===== src/rtl/sensor_packet_buffer_if.sv =====
// Bus bundle between the BNO085 sample producer, the MCU SPI slave and the
// packet buffer. The buffer takes the slave side; producers/readers take master.
interface sensor_packet_buffer_if;
  // Valid pulses carry no ready: a sample or frame_start is taken on the edge
  // where its valid/strobe is high, with no backpressure toward the producer.
  logic        quat_valid;
  logic [15:0] quat_w;
  logic [15:0] quat_x;
  logic [15:0] quat_y;
  logic [15:0] quat_z;
  logic        gyro_valid;
  logic [15:0] gyro_x;
  logic [15:0] gyro_y;
  logic [15:0] gyro_z;
  logic        frame_start;
  logic [3:0]  byte_idx;
  logic [7:0]  byte_data;
  logic        snapshot_valid;
  logic        quat_stale;
  logic        gyro_stale;
  logic        state_dbg;

  modport master (
    output quat_valid, quat_w, quat_x, quat_y, quat_z,
    output gyro_valid, gyro_x, gyro_y, gyro_z,
    output frame_start, byte_idx,
    input  byte_data, snapshot_valid, quat_stale, gyro_stale, state_dbg
  );

  modport slave (
    input  quat_valid, quat_w, quat_x, quat_y, quat_z,
    input  gyro_valid, gyro_x, gyro_y, gyro_z,
    input  frame_start, byte_idx,
    output byte_data, snapshot_valid, quat_stale, gyro_stale, state_dbg
  );
endinterface


===== src/rtl/sensor_packet_buffer.sv =====
// Double-buffered sensor packet store: shadow bank collects samples, frame_start
// commits a coherent 16-byte packet to the read bank served to the SPI slave.
module sensor_packet_buffer #(
    parameter int          STALE_CYCLES = 300000,
    parameter logic [7:0]  HEADER       = 8'hAA
) (
    input  logic                  clk,
    input  logic                  rst_n,
    sensor_packet_buffer_if.slave bus
);

    localparam int AW = (STALE_CYCLES < 1) ? 1 : $clog2(STALE_CYCLES + 1);
    localparam logic [AW-1:0] AGE_MAX = AW'(STALE_CYCLES);

    typedef enum logic {EMPTY = 1'b0, LOADED = 1'b1} state_t;

    state_t          state_q, state_d;
    logic [15:0]     sh_w, sh_x, sh_y, sh_z, sh_gx, sh_gy, sh_gz;
    logic [AW-1:0]   q_age, g_age;
    logic            q_fresh, g_fresh;
    logic [3:0]      seq;
    logic [127:0]    rd_bank, commit_pkt, bank_next;
    logic [7:0]      flags, byte_next, byte_q;
    logic            q_stale, g_stale;

    assign q_stale = (q_age == AGE_MAX);
    assign g_stale = (g_age == AGE_MAX);

    assign bus.quat_stale     = q_stale;
    assign bus.gyro_stale     = g_stale;
    assign bus.byte_data      = byte_q;
    assign bus.snapshot_valid = (state_q == LOADED);
    assign bus.state_dbg      = state_q;

    always_ff @(posedge clk) begin
        if (!rst_n) state_q <= EMPTY;
        else        state_q <= state_d;
    end

    always_comb begin
        state_d = state_q;
        case (state_q)
            EMPTY:   if (bus.frame_start) state_d = LOADED;
            LOADED:  state_d = LOADED;
            default: state_d = EMPTY;
        endcase
    end

    // Commit uses pre-edge shadow and flag values, so a sample landing on the
    // frame_start edge belongs to the next packet.
    assign flags      = {q_fresh, g_fresh, q_stale, g_stale, seq};
    assign commit_pkt = {HEADER, flags, sh_w, sh_x, sh_y, sh_z, sh_gx, sh_gy, sh_gz};
    assign bank_next  = bus.frame_start ? commit_pkt : rd_bank;

    always_comb begin
        byte_next = 8'h00;
        if (state_d == LOADED) begin
            for (int i = 0; i < 16; i++) begin
                if (bus.byte_idx == 4'(i)) byte_next = bank_next[127 - 8*i -: 8];
            end
        end
    end

    always_ff @(posedge clk) begin
        if (!rst_n) begin
            sh_w    <= '0;
            sh_x    <= '0;
            sh_y    <= '0;
            sh_z    <= '0;
            sh_gx   <= '0;
            sh_gy   <= '0;
            sh_gz   <= '0;
            q_age   <= AGE_MAX;
            g_age   <= AGE_MAX;
            q_fresh <= 1'b0;
            g_fresh <= 1'b0;
            seq     <= 4'd0;
            rd_bank <= '0;
            byte_q  <= 8'h00;
        end else begin
            if (bus.quat_valid) begin
                sh_w  <= bus.quat_w;
                sh_x  <= bus.quat_x;
                sh_y  <= bus.quat_y;
                sh_z  <= bus.quat_z;
                q_age <= '0;
            end else if (q_age != AGE_MAX) begin
                q_age <= q_age + AW'(1);
            end

            if (bus.gyro_valid) begin
                sh_gx <= bus.gyro_x;
                sh_gy <= bus.gyro_y;
                sh_gz <= bus.gyro_z;
                g_age <= '0;
            end else if (g_age != AGE_MAX) begin
                g_age <= g_age + AW'(1);
            end

            if (bus.quat_valid)       q_fresh <= 1'b1;
            else if (bus.frame_start) q_fresh <= 1'b0;
            if (bus.gyro_valid)       g_fresh <= 1'b1;
            else if (bus.frame_start) g_fresh <= 1'b0;

            if (bus.frame_start) begin
                rd_bank <= commit_pkt;
                seq     <= seq + 4'd1;
            end

            byte_q <= byte_next;
        end
    end

endmodule


===== src/flat_wrapper.sv =====
// flat-port wrapper written by rule: the top's interface ports become plain ports
module sensor_packet_buffer_flat 
#(
    parameter int          STALE_CYCLES = 300000,
    parameter logic [7:0]  HEADER       = 8'hAA
)
  (clk, rst_n, bus_quat_valid, bus_quat_w, bus_quat_x, bus_quat_y, bus_quat_z, bus_gyro_valid, bus_gyro_x, bus_gyro_y, bus_gyro_z, bus_frame_start, bus_byte_idx, bus_byte_data, bus_snapshot_valid, bus_quat_stale, bus_gyro_stale, bus_state_dbg);
  sensor_packet_buffer_if bus_i ();
  input  logic clk;
  input  logic rst_n;
  input wire logic [$bits(bus_i.quat_valid)-1:0] bus_quat_valid;
  input wire logic [$bits(bus_i.quat_w)-1:0] bus_quat_w;
  input wire logic [$bits(bus_i.quat_x)-1:0] bus_quat_x;
  input wire logic [$bits(bus_i.quat_y)-1:0] bus_quat_y;
  input wire logic [$bits(bus_i.quat_z)-1:0] bus_quat_z;
  input wire logic [$bits(bus_i.gyro_valid)-1:0] bus_gyro_valid;
  input wire logic [$bits(bus_i.gyro_x)-1:0] bus_gyro_x;
  input wire logic [$bits(bus_i.gyro_y)-1:0] bus_gyro_y;
  input wire logic [$bits(bus_i.gyro_z)-1:0] bus_gyro_z;
  input wire logic [$bits(bus_i.frame_start)-1:0] bus_frame_start;
  input wire logic [$bits(bus_i.byte_idx)-1:0] bus_byte_idx;
  output wire logic [$bits(bus_i.byte_data)-1:0] bus_byte_data;
  output wire logic [$bits(bus_i.snapshot_valid)-1:0] bus_snapshot_valid;
  output wire logic [$bits(bus_i.quat_stale)-1:0] bus_quat_stale;
  output wire logic [$bits(bus_i.gyro_stale)-1:0] bus_gyro_stale;
  output wire logic [$bits(bus_i.state_dbg)-1:0] bus_state_dbg;
  assign bus_i.quat_valid = bus_quat_valid;
  assign bus_i.quat_w = bus_quat_w;
  assign bus_i.quat_x = bus_quat_x;
  assign bus_i.quat_y = bus_quat_y;
  assign bus_i.quat_z = bus_quat_z;
  assign bus_i.gyro_valid = bus_gyro_valid;
  assign bus_i.gyro_x = bus_gyro_x;
  assign bus_i.gyro_y = bus_gyro_y;
  assign bus_i.gyro_z = bus_gyro_z;
  assign bus_i.frame_start = bus_frame_start;
  assign bus_i.byte_idx = bus_byte_idx;
  assign bus_byte_data = bus_i.byte_data;
  assign bus_snapshot_valid = bus_i.snapshot_valid;
  assign bus_quat_stale = bus_i.quat_stale;
  assign bus_gyro_stale = bus_i.gyro_stale;
  assign bus_state_dbg = bus_i.state_dbg;
  sensor_packet_buffer #(.STALE_CYCLES(STALE_CYCLES), .HEADER(HEADER)) u_core (.clk(clk), .rst_n(rst_n), .bus(bus_i));
endmodule

===== config.mk =====
export PLATFORM = sky130hd
export DESIGN_NAME = sensor_packet_buffer_flat
export DESIGN_NICKNAME = d
export VERILOG_FILES = /design/src/rtl/sensor_packet_buffer_if.sv /design/src/rtl/sensor_packet_buffer.sv /design/src/flat_wrapper.sv
export SDC_FILE = /design/constraint.sdc
export NUM_CORES = 1
export LEC_CHECK = 0
export BUFFER_PORTS_ARGS = -buffer_cell sky130_fd_sc_hd__buf_2
export CELL_PAD_IN_SITES_DETAIL_PLACEMENT = 1
export CELL_PAD_IN_SITES_GLOBAL_PLACEMENT = 1
export CORE_MARGIN = 2
export CORE_UTILIZATION = 46
export DETAILED_ROUTE_END_ITERATION = 6
export PLACE_DENSITY = 0.82
export SETUP_SLACK_MARGIN = 0.5
export SLEW_MARGIN = 15
export SYNTH_ARGS = -nofsm -noshare
export SYNTH_HDL_FRONTEND = slang
export SYNTH_SLANG_ARGS = --single-unit

===== constraint.sdc =====
create_clock -name clk -period 2.3 [get_ports clk]
set_clock_uncertainty 0.15 [all_clocks]
set_input_delay 0.115 -clock clk [delete_from_list [all_inputs] [get_ports clk]]
set_output_delay 0.115 -clock clk [all_outputs]
set_load 0.01 [all_outputs]

# Word-level counts from Yosys, hierarchy flattened
# Cells that the tools add are included.
# word_totals
regBits	293
inputBits	121
out_inout_bits	12
wordCells	75
# op_classes
n_addsub	3
eq_ne	19
n_mux	26
n_bitwise	2
reduce_logical	8
# op_table
op	n
128-bit 2-to-1 mux	1
8-bit 2-to-1 mux	16
19-bit 2-to-1 mux	4
19-bit by 1-bit adder with 19-bit output, second input constant	2
19-bit == test, second input constant	2
19-bit inequality test, second input constant	2
4-bit == test, second input constant	8
4-bit by 3-bit == test with 1-bit output, second input constant	4
4-bit by 2-bit == test with 1-bit output, second input constant	2
2-bit nonzero test	4
4-bit by 1-bit adder with 4-bit output, second input constant	1
4-bit by 1-bit == test with 1-bit output, second input constant	1
4-bit logical NOT	1
1-bit 2-to-1 mux	4
2-bit OR reduction	2
1-bit inverter	2
1-bit case mux with 2 select lines	1
2-bit AND reduction	1

# Longest topological paths before layout
# Gate-level depths: netlist of the first run.
# depth
word_depth	18
ltp_mapped	9
ltp_nobuf	8

# Least setup slack after synthesis of the first run
# Ideal clock, no wire load.
# synth_path
path_type	flip-flop to flip-flop
from	register u_core.q_age[10]
to	register u_core.byte_q[5] (netlist: u_core.bus.byte_data[5])
setup_time_ns	0.058
arrival_time_ns	1.631
required_time_ns	2.092
setup_slack_ns	0.461
stages_incl_launch_ff	7
path_buffers	0
synth_period_minus_slack_ns	1.839
cell_sequence	dfxtp_1 > nor4_1 > nand2_1 > nor4_1 > a31oi_1 > o21ai_1 > o21a_1
# synth_between
elab_chain_len	17
# synth_rtl
item	line_no	rtl
from (decl)	sensor_packet_buffer.sv:19	logic [AW-1:0] q_age, g_age;
from (signal assigned)	sensor_packet_buffer.sv:88	q_age <= q_age + AW'(1);
19-bit == test	sensor_packet_buffer.sv:26	assign q_stale = (q_age == AGE_MAX);
named net bus_quat_stale	flat_wrapper.sv:24	output wire logic [$bits(bus_i.quat_stale)-1:0] bus_quat_stale;
128-bit 2-to-1 mux	-	
8-bit 2-to-1 mux (15 in a row)	sensor_packet_buffer.sv:59	if (bus.byte_idx == 4'(i)) byte_next = bank_next[127 - 8*i -: 8];
to (signal assigned)	sensor_packet_buffer.sv:110	byte_q <= byte_next;
to (decl)	sensor_packet_buffer.sv:23	logic [7:0] flags, byte_next, byte_q;
# The timed path passes the listed nets, and every way through them passes these cells.
# A chain may end at the register's enable or synchronous reset.

# Worst setup path after layout of the first run
# layout_path
from	register u_core.g_age[11]
to	output bus_gyro_stale
# layout_between
elab_chain_len	1
# layout_rtl
item	line_no	rtl
from (decl)	sensor_packet_buffer.sv:19	
from (signal assigned)	sensor_packet_buffer.sv:97	g_age <= g_age + AW'(1);
19-bit == test	sensor_packet_buffer.sv:27	assign g_stale = (g_age == AGE_MAX);
to (decl)	flat_wrapper.sv:25	output wire logic [$bits(bus_i.gyro_stale)-1:0] bus_gyro_stale;
# Every way passes these cells.

==> key figures, run 1 <==
Run status
  • Outcome: completed

Cells and area
  • Register area: 5890 um^2
  • Final instance area: 17200 um^2
  • Share of cells above drive strength 1: 22.9%
  • Fill cell count: 2985
  • Fin util: 61.9%
  • Layout Nets: 1673
  • Non-filler instance count after layout: 1949
  • N_diodes: 0
  • Syn-to-layout area delta: 32.8%
  • Area occupied by multi-input gates: 6910 um^2

STA
  • Min Tclk post-route: 2170 ps
  • Fmax: roughly 0.46 GHz
  • Final hold vios: 0
  • Setup TNS Final: 0 ps
  • Final setup viols: 0
  • Tightest Pin Transition: approximately 750 ps
  • RSZ-0062 raised after global routing: true
  • Final worst-path cycle share: 94.3%
  • Slew Viols, Final: 0
  • Hold slack: about 31 ps
  • Slew HR: between 40% and 50%

Route
  • Post-DR wirelength/cell: 23.1 um
  • DR vias: 10900
  • Routed WL: 45000 um
  • Iter 0 DRT Violations: 735
  • Remaining DRCs: 0
  • Initial DRT Pass Iterations: 5
  • DR vias/cell: between 5 and 6
  • DRT antenna net count: 0

Placed design
  • PortBufs: about 130
  • DP Area: around 14000 um^2
  • Post-detail-place hpwl: around 25000 um
  • Placed cell count: 1726
  • RePlAce Congestion: 0.886

Synthesis
  • Largest family of logic cells by synthesized area: multiplexers
  • Synth Flop Type: dfxtp_1
  • Yosys Warn Count: 0
  • Mapped Nets: approximately 1400
  • Post-synth EDFFs: 0
  • Avg Cell Area, Syn: a little over 10 um^2
  • Synth Area in Compound Gates: 8.53%
  • Synth Area in Adders: less than 1%
  • Post-synthesis simple-gate area fraction: 18.9%
  • Number of synthesized register bits: slightly below 300
  • Post-synthesis mux area share: 20.6%
  • Fraction of registers with async set/reset: 0%
  • Sequential area share after synthesis: 45.3%
  • Cells after Synth: 1261
  • XOR/XNOR Fraction of Synth Area: 2.50%
  • Post-synth cell types: 74
  • Synthesized cell area: 13000 um^2

Critical path
  • Worst Reg2Reg Path Length in Cells: 10
  • Critical Path Source: u_core.g_age[11]
  • Worst-path cell chain: or4_1 > nor2_1 > and3_4 > buf_6 > buf_6
  • Worst EP arrival: 1900 ps
  • Reg-to-reg slack, setup: 180 ps
  • Most used cell along the critical path: buf_6
  • Crit end category: primary output
  • Critical path data required time: 2040 ps
  • Critical path endpoint: bus_gyro_stale
  • Startpoint Class: register
  • Reg2Reg Launch Point: u_core.g_age[11]
  • CP max stage cell: or4_1
  • CP Class: reg -> out
  • Max stage delay on crit path: 510 ps
  • FF-to-FF End: u_core.g_age[0]
  • CP max FO: 6

Global routing
  • Initial antenna violation count: 0
  • Total gr overflow: 0
  • Number of global-route vias before repair: 11800
  • Total GRT Usage: 29.2%
  • First-pass GRT wire length: 66200 um
  • Largest net degree at the start of global routing: 150

Power
  • Logic pwr share: between 10 and 15%
  • Leak: between 7 and 8 nW
  • Cell internal pwr: 9.57 mW
  • Power Dens Cells: around 740 nW/um^2
  • Maximum vdd drop: 0.453 mV
  • Switching portion of total power: 25.2%
  • Part of the power in the clock network: around 45%
  • P_sw: 3.22 mW
  • Flop pwr share: 42.9%

Die
  • Die area: 29500 um^2
  • Ports: 133
  • Die Width: between 150 and 200 um
  • Initial Utilization: 46.6%
  • Core area: 27800 um^2
  • Die H: 172 um
  • Row cnt: 61

Min path
  • Hold/Removal Path Class: in -> reg

Clock tree
  • H-tree depth: 2
  • Num CTS Buffers: 34
  • Root Buffer: clkbuf_16
  • CTS tree: yes
  • Clock latency on the worst-skew pair: 520 ps
  • Sink Count: around 300
  • Bufs on Longest Clock Path: 3
  • Clk slew on worst S/H paths: ~60 ps

Flow run
  • Max-Cap Viols: 0
==> area by class of cell <==
cell class | count | share of cell area (%)
multi-input combinational | 868 | 40.1
sequential | 293 | 34.3
timing repair buffer | 340 | 15.8
clock buffer | 49 | 5.86
tap | 378 | 2.75
clock inverter | 11 | 0.960
inverter | 10 | 0.247
==> worst max-delay path: cells and delay by family (launching register included) <==
| family | cells | cell delay, ps |
|---|---|---|
| and+or+nand+nor | 3 | 850 |
| DFF | 1 | 350 |
| buffers and inverters | 2 | 190 |
==> metal layers <==
metal | part of all wire (%) | track usage [%] | up-vias
met4 | 4.3 | 12.5 | 0
met3 | 6.3 | 6.30 | 140
li1 | - | - | 4982
met1 | 39 | 33.8 | 5328
met5 | 0 | 0 | -
met2 | 50 | 52.1 | 430
==> cell families (layout without fill, tap and decap cells) <==
| kind of cell | after synthesis | after routing |
|---|---|---|
| AO/OA/AOI/OAI | 162 | 162 |
| XOR/XNOR | 37 | 37 |
| adder cells (fa/ha/maj) | 5 | 5 |
| buffers and inverters | 100 | 410 |
| flip-flops | 293 | 293 |
| multiplexers | 248 | 248 |
| AND/OR/NAND/NOR | 416 | 416 |
==> synthesized netlist by cell type (all sizes together) (3+ instances only) <==
| master | number | area (um^2) |
|---|---|---|
| dfxtp | 293 | 5870 |
| nor2b | 222 | 1390 |
| mux2i | 216 | 2160 |
| clkbuf | 46 | 173 |
| buf | 44 | 270 |
| o21ai | 43 | 219 |
| nand2 | 39 | 146 |
| and2 | 33 | 206 |
| nor2 | 33 | 126 |
| a21oi | 27 | 139 |
| xor2 | 22 | 193 |
| mux2 | 19 | 214 |
| nand3 | 16 | 80.1 |
| and3 | 15 | 93.8 |
| xnor2 | 15 | 131 |
| mux4 | 13 | 293 |
| nor3 | 13 | 65.1 |
| nand2b | 12 | 75.1 |
| inv | 10 | 37.5 |
| o21a | 10 | 75.1 |
| o221ai | 10 | 93.8 |
| a31oi | 9 | 56.3 |
| nand4 | 8 | 50.1 |
| o22ai | 8 | 50.1 |
| a22oi | 6 | 45.0 |
| and4 | 6 | 52.6 |
| a221oi | 5 | 50.0 |
| a22o | 5 | 43.8 |
| ha | 5 | 62.6 |
| nor4 | 5 | 46.3 |
| o32ai | 5 | 43.8 |
| a21boi | 4 | 30.0 |
| o31ai | 4 | 30.0 |
| a2111oi | 3 | 27.5 |
| a32oi | 3 | 26.3 |
| or3 | 3 | 18.8 |
==> stage by stage <==
step	power, mW	setup slack (ps)
6_report	12.8	131
5_1_grt	13.2	78.4
4_1_cts	12.7	104
3_5_place_dp	6.79	108
3_3_place_gp	6.74	112
2_1_floorplan	6.34	501
==> power by group through the flow <==
stage | clock, mW | combinational, mW | sequential [mW]
finish | 5.76 | 1.54 | 5.49
global placement | 0 | 1.17 | 5.57
CTS | 5.75 | 1.44 | 5.48
detailed placement | 0 | 1.21 | 5.58
floorplan | 0 | 0.821 | 5.51
global route | 6.00 | 1.65 | 5.51
==> flip-flops by register name (all words and copies together) (netlist names) <==
register	count
u_core.q_age	19
u_core.g_age	19
u_core.bus.byte_data	8
u_core.sh_gy	16
u_core.sh_z	16
u_core.g_fresh	1
u_core.bus.snapshot_valid	1
u_core.rd_bank	128
u_core.sh_y	16
u_core.sh_x	16
u_core.sh_gx	16
u_core.sh_gz	16
u_core.seq	4
u_core.q_fresh	1
u_core.sh_w	16
==> how the worst min path moves through the flow <==
stage / depth (start not counted) / startpoint / to / slack [ps]
4_1_cts: 3 / bus_byte_idx[3] / u_core.bus.byte_data[4] / 4
2_1_floorplan: 2 / bus_gyro_y[11] / u_core.sh_gy[11] / 130
6_report: 2 / bus_quat_valid / u_core.q_age[12] / 30
5_1_grt: 4 / bus_frame_start / u_core.rd_bank[117] / 40
3_5_place_dp: 3 / bus_quat_z[7] / u_core.sh_z[7] / 230
3_3_place_gp: 3 / bus_gyro_z[14] / u_core.sh_gz[14] / 220
==> placed cells by master, fill, tap and decap left out, drive strengths merged, types with 10 or more instances in the layout <==
cell and instances:
mux4 13, xnor2 15, nor2 33, dfxtp 293
o221ai 10, mux2i 216, o21ai 43, nand3 16
inv 11, clkbuf 49, nand2b 12, mux2 19
nor2b 222, and2 33, nand2 39, a21oi 27
xor2 22, dlygate4sd3 135, and3 15, o21a 10
buf 204, nor3 13
==> what timing repair did <==
| item | CTS | global route |
|---|---|---|
| pin swaps | 10 | 23 |
| buffers inserted | 12 | 15 |
| hold buffers | 135 | 1 |
| gates cloned | 0 | 0 |
| endpoints found under the hold margin | 147 | 1 |
| gates resized for setup | 38 | 60 |
| endpoints found under the setup margin | 21 | 29 |
No activity file was read; power rests on OpenSTA's default activity.
==> run 2: changes to the inputs <==
--- a/config.mk
+++ b/config.mk
@@ -5,7 +5,7 @@
 export SDC_FILE = /design/constraint.sdc
 export NUM_CORES = 1
 export LEC_CHECK = 0
-export BUFFER_PORTS_ARGS = -buffer_cell sky130_fd_sc_hd__buf_2
+export BUFFER_PORTS_ARGS = -buffer_cell sky130_fd_sc_hd__buf_4
 export CELL_PAD_IN_SITES_DETAIL_PLACEMENT = 1
 export CELL_PAD_IN_SITES_GLOBAL_PLACEMENT = 1
 export CORE_MARGIN = 2
==> key figures, run 2 (synthesis results as in run 1) <==
Run status
  • Outcome: completed (unchanged)

Route
  • Remaining DRCs: 0 (unchanged)
  • Routed WL: 48300 um (was 45000 um)
  • DR vias: 11300 (was 10900)
  • DR vias/cell: 5.77 (was 5.58)
  • DRT antenna net count: 0 (unchanged)
  • Post-DR wirelength/cell: 24.7 um (was 23.1 um)
  • Iter 0 DRT Violations: 963 (was 735)
  • Initial DRT Pass Iterations: 5 (unchanged)

STA
  • Final worst-path cycle share: 97.2% (was 94.3%)
  • Fmax: 0.447 GHz (was 0.461 GHz)
  • Post-route setup slack: 64.2 ps (was 131 ps)
  • Tightest Pin Transition: 636 ps (was 753 ps)
  • Setup TNS Final: 0 ps (unchanged)
  • Slew HR: 57.6% (was 49.1%)
  • RSZ-0062 raised after global routing: true (unchanged)
  • Final hold vios: 0 (unchanged)
  • Slew Viols, Final: 0 (unchanged)
  • Min Tclk post-route: 2240 ps (was 2170 ps)
  • Final setup viols: 0 (unchanged)

Die
  • Die H: 172 um (unchanged)
  • Die Width: 172 um (unchanged)
  • Row cnt: 61 (unchanged)
  • Die area: 29500 um^2 (unchanged)
  • Initial Utilization: 46.6% (unchanged)
  • Core area: 27800 um^2 (unchanged)
  • Ports: 133 (unchanged)

Cells and area
  • N_diodes: 0 (unchanged)
  • Biggest regs: u_core.rd_bank: 128 flops, u_core.g_age: 19 flops, u_core.q_age: 19 flops (unchanged)
  • Commonest non-fill, non-tap cells in the layout: 272 x dfxtp_1, 220 x nor2b_1, 210 x mux2i_1 (was 278 x dfxtp_1, 220 x nor2b_1, 212 x mux2i_1)
  • Register area: 5900 um^2 (was 5890 um^2)
  • Most common cell after layout, fill and taps aside: dfxtp_1 (unchanged)
  • Max reg flops: 128 (unchanged)
  • Share of cells above drive strength 1: 23.0% (was 22.9%)
  • Layout Nets: 1677 (was 1673)
  • Area occupied by multi-input gates: 7000 um^2 (was 6910 um^2)
  • Syn-to-layout area delta: 35.5% (was 32.8%)
  • Fill cell count: 2950 (was 2985)
  • Largest Register: u_core.rd_bank (unchanged)

Power
  • Leak: 7.17 nW (was 7.13 nW)
  • Flop pwr share: 44.8% (was 42.9%)
  • Part of the power in the clock network: 41.4% (was 45.0%)
  • Power Dens Cells: 700 nW/um^2 (was 744 nW/um^2)
  • Maximum vdd drop: 0.543 mV (was 0.453 mV)
  • Power Total: 12.3 mW (was 12.8 mW)
  • Switching portion of total power: 26.2% (was 25.2%)
  • P_sw: 3.23 mW (was 3.22 mW)
  • Cell internal pwr: 9.07 mW (was 9.57 mW)
  • Logic pwr share: 13.8% (was 12.1%)

Clock tree
  • Clk slew on worst S/H paths: 70 ps (was 60 ps)
  • Num CTS Buffers: 31 (was 34)
  • Bufs on Longest Clock Path: 3 (unchanged)
  • Sink Count: 293 (unchanged)
  • CTS tree: yes (unchanged)
  • Root Buffer: clkbuf_16 (unchanged)
  • Clock latency on the worst-skew pair: 560 ps (was 520 ps)
  • H-tree depth: 1 (was 2)

Placed design
  • PortBufs: 132 (unchanged)
  • RePlAce Congestion: 0.897 (was 0.886)
  • Dpl ws: 110 ps (was 108 ps)
  • Post-detail-place hpwl: 25300 um (was 24900 um)

Global routing
  • Total gr overflow: 0 (unchanged)
  • Largest net degree at the start of global routing: 159 (was 150)
  • Total GRT Usage: 30.6% (was 29.2%)
  • Number of global-route vias before repair: 12000 (was 11800)
  • Initial antenna violation count: 0 (unchanged)
  • First-pass GRT wire length: 69600 um (was 66200 um)

Critical path
  • Crit end category: primary output (unchanged)
  • Critical path data required time: 2040 ps (about the same)
  • Startpoint Class: register (unchanged)
  • Worst-path cell chain: or4b_4 > nor3_4 > and3_4 > buf_6 > buf_6 (was or4_1 > nor2_1 > and3_4 > buf_6 > buf_6)
  • Worst EP arrival: 1970 ps (was 1900 ps)
  • Most used cell along the critical path: buf_6 (unchanged)
  • CP max stage cell: or4b_4 (was or4_1)
  • CP Class: reg -> out (unchanged)
  • CP max FO: 2 (was 6)
  • Max stage delay on crit path: 540 ps (was 510 ps)

Min path
  • Hold/Removal Path Class: in -> reg (unchanged)

Flow run
  • Max-Cap Viols: 0 (unchanged)
run 2: power groups by stage:
stage | clock network (mW) | registers, mW | logic, mW
after global routing | 5.33 | 5.52 | 1.79
after CTS | 5.03 | 5.48 | 1.54
final | 5.09 | 5.51 | 1.69
after floorplan | 0 | 5.51 | 0.821
after global placement | 0 | 5.58 | 1.22
after detailed placement | 0 | 5.59 | 1.26
run 2: what timing repair did:
item | 4_1_cts | 5_1_grt
pin swaps | 12 | 19
endpoints found under the hold margin | 146 | 0
buffers inserted | 15 | 11
setup endpoints to repair | 23 | 31
resized for setup | 48 | 75
hold buffers | 153 | 0
run 2: worst max-delay path, delay by kind of cell (launching register included):
| kind | cells | cell delay [ps] |
|---|---|---|
| buffers and inverters | 2 | 200 |
| DFF | 1 | 330 |
| and+or+nand+nor | 3 | 890 |
run 2: area by class of cell:
| class | instances | share of cell area (%) |
|---|---|---|
| clock buffer | 46 | 5.08 |
| inverter | 10 | 0.242 |
| clock inverter | 11 | 0.641 |
| multi-input combinational | 868 | 39.8 |
| tap | 378 | 2.69 |
| timing repair buffer | 347 | 17.9 |
| sequential | 293 | 33.6 |
run 2: final timing paths:
path	end	slack [ps]	from	cells after the start
worst max register to register	u_core.g_age[1]	210	u_core.g_age[2]	8
worst max-delay path	bus_gyro_stale	60	u_core.g_age[2]	5
worst min-delay path	u_core.rd_bank[117]	50	bus_frame_start	4
worst min register to register	u_core.rd_bank[123]	310	u_core.rd_bank[123]	1
run 2: through the flow:
stage,std cells,utilization [%],cell area (um^2),hold slack (ps)
floorplan,1261,-,13000,134
global placement,1717,51.7,14400,220
detailed placement,1717,51.7,14400,233
CTS,1942,61.8,17200,8.07
global route,1953,63.2,17600,61.1
finish,1953,63.2,17600,46.4
run 2: routing by layer:
layer / part of all wire, % / GRT usage (%) / vias up
met3: 5.8 / 4.23 / 155
li1: - / - / 4997
met5: 0 / 0 / -
met2: 52 / 56.6 / 527
met4: 4.3 / 10.7 / 0
met1: 38 / 36.1 / 5584
==> run 3: changes to the inputs <==
==> constraint.sdc (replaced) <==
create_clock -name clk -period 2.35 [get_ports clk]
set_clock_uncertainty 0.15 [all_clocks]
set_input_delay 0.1175 -clock clk [delete_from_list [all_inputs] [get_ports clk]]
set_output_delay 0.1175 -clock clk [all_outputs]
set_load 0.01 [all_outputs]
==> key figures, run 3 (synthesis results as in run 1) <==
Clock tree
  • Root Buffer: clkbuf_16 (unchanged)
  • H-tree depth: 1 (unchanged)
  • Clock latency on the worst-skew pair: 550 ps (was 560 ps)
  • Num CTS Buffers: 30 (was 31)
  • Bufs on Longest Clock Path: 3 (unchanged)
  • CTS tree: yes (unchanged)
  • Clk slew on worst S/H paths: 60 ps (was 70 ps)
  • Sink Count: 293 (unchanged)

STA
  • Tightest Pin Transition: 695 ps (was 636 ps)
  • Post-route setup slack: 100 ps (was 64.2 ps)
  • Slew Viols, Final: 0 (unchanged)
  • Fmax: 0.444 GHz
  • Setup TNS Final: 0 ps (unchanged)
  • RSZ-0062 raised after global routing: true (unchanged)
  • Hold slack: 5.52 ps (was 46.4 ps)
  • Final hold vios: 0 (unchanged)
  • Min Tclk post-route: about 2300 ps
  • Slew HR: 53.5% (was 57.6%)
  • Final setup viols: 0 (unchanged)
  • Final worst-path cycle share: 95.7%

Placed design
  • Post-detail-place hpwl: 25300 um (about the same)
  • RePlAce Congestion: 0.917 (was 0.897)
  • Dpl ws: 55.4 ps (was 110 ps)
  • PortBufs: 132 (unchanged)
  • DP Area: 14400 um^2 (unchanged)

Power
  • P_sw: 3.11 mW (was 3.23 mW)
  • Part of the power in the clock network: 43.2% (was 41.4%)
  • Switching portion of total power: 25.2% (was 26.2%)
  • Flop pwr share: 43.5% (was 44.8%)
  • Power Dens Cells: 700 nW/um^2 (about the same)
  • Logic pwr share: 13.3% (was 13.8%)
  • Leak: 7.29 nW (was 7.17 nW)
  • Cell internal pwr: 9.25 mW (was 9.07 mW)
  • Maximum vdd drop: 0.424 mV (was 0.543 mV)

Global routing
  • Number of global-route vias before repair: 12300 (was 12000)
  • First-pass GRT wire length: 70600 um (was 69600 um)
  • Total gr overflow: 0 (unchanged)
  • Initial antenna violation count: 1 (was 0)
  • Largest net degree at the start of global routing: 124 (was 159)
  • Total GRT Usage: 31.0% (was 30.6%)

Cells and area
  • Most common cell after layout, fill and taps aside: dfxtp_1 (unchanged)
  • Largest Register: u_core.rd_bank (unchanged)
  • Layout Nets: 1698 (was 1677)
  • Fill cell count: 2908 (was 2950)
  • Fin util: 63.6% (was 63.2%)
  • Area occupied by multi-input gates: 6790 um^2 (was 7000 um^2)
  • Biggest regs: u_core.rd_bank: 128 flops, u_core.g_age: 19 flops, u_core.q_age: 19 flops (unchanged)
  • Max reg flops: 128 (unchanged)
  • Share of cells above drive strength 1: 20.2% (was 23.0%)
  • Final instance area: 17700 um^2 (was 17600 um^2)
  • Register area: 5890 um^2 (was 5900 um^2)
  • Syn-to-layout area delta: 36.3% (was 35.5%)
  • Commonest non-fill, non-tap cells in the layout: 284 x dfxtp_1, 221 x nor2b_1, 213 x mux2i_1 (was 272 x dfxtp_1, 220 x nor2b_1, 210 x mux2i_1)

Route
  • Remaining DRCs: 0 (unchanged)
  • Post-DR wirelength/cell: 23.4 um (was 24.7 um)
  • Routed WL: 46300 um (was 48300 um)
  • Initial DRT Pass Iterations: 6 (was 5)
  • DR vias/cell: 5.63 (was 5.77)
  • Iter 0 DRT Violations: 921 (was 963)
  • DRT antenna net count: 0 (unchanged)
  • DR vias: 11100 (was 11300)

Critical path
  • Critical path data required time: 2080 ps (was 2040 ps)
  • Critical Path Source: u_core.g_age[2] (unchanged)
  • Reg2Reg Launch Point: u_core.g_age[2] (unchanged)
  • Worst EP arrival: 1980 ps (was 1970 ps)
  • Startpoint Class: register (unchanged)
  • Crit end category: primary output (unchanged)
  • CP max FO: 2 (unchanged)
  • CP Class: reg -> out (unchanged)

Min path
  • Hold/Removal Path Class: in -> reg (unchanged)
  • Hold Crit Start: bus_frame_start (unchanged)

Die
  • Row cnt: 61 (unchanged)
  • Ports: 133 (unchanged)
  • Die area: 29500 um^2 (unchanged)
  • Core area: 27800 um^2 (unchanged)
  • Initial Utilization: 46.6% (unchanged)
  • Die H: 172 um (unchanged)
  • Die Width: 172 um (unchanged)

Flow run
  • Max-Cap Viols: 0 (unchanged)

Run status
  • Outcome: completed (unchanged)
## run 3: cell count changes in the layout (fill, tap and decap cells not counted), sizes merged
cell,delta
dlymetal6s4s,-1
diode,+1
bufinv,+3
clkinvlp,+1
clkbuf,-4
dlygate4sd3,+29
buf,-6
clkinv,-1
## run 3: stage by stage
stage / instances / power, mW
after floorplan: 1261 / 6.20
final: 1975 / 12.4
after global routing: 1975 / 12.7
after global placement: 1719 / 6.65
after detailed placement: 1719 / 6.69
after CTS: 1967 / 12.2
## run 3: worst paths after layout
path	to	cells past startpoint	slack (ps)
hold / removal	u_core.rd_bank[86]	3	6
setup / recovery	bus_gyro_stale	5	100
setup reg to reg	u_core.bus.byte_data[4]	9	170
hold reg to reg	u_core.rd_bank[126]	1	330
## run 3: critical path, stage by stage (launching register included)
cell and delay, ps:
dfxtp_4 340, or4b_4 550, nor3_4 140, and3_4 210
buf_6 90, buf_6 100
## run 3: power groups by stage
stage	registers (mW)	logic [mW]	clock network, mW
floorplan	5.40	0.802	0
global placement	5.46	1.19	0
detailed placement	5.47	1.22	0
CTS	5.36	1.53	5.29
global route	5.39	1.74	5.59
finish	5.38	1.64	5.35
## run 3: area by class of cell
| class | instances | area share [%] |
|---|---|---|
| multi-input cells | 868 | 38.5 |
| flip-flops and latches | 293 | 33.3 |
| repair buffers | 369 | 19.1 |
| clock buffers | 42 | 5.08 |
| well taps | 378 | 2.68 |
| clock inverters | 14 | 1.14 |
| inverters | 10 | 0.227 |
| diodes | 1 | 0.0142 |
## run 3: timing repair
item                                   CTS  global route
buffers inserted                        13             5
gates cloned                             0             0
hold buffers                           179             2
setup endpoints to repair               19            34
pin swaps                               10            10
endpoints found under the hold margin  157             2
gates resized for setup                 38            36
## run 3: per-layer routing
metal | global-route usage (%) | wire [um] | vias to the layer above
met5 | 0 | 0 | -
met4 | 12.6 | 2160 | 0
met3 | 5.27 | 2450 | 166
met2 | 57.2 | 23500 | 444
met1 | 35.5 | 18100 | 5469
li1 | - | - | 5039
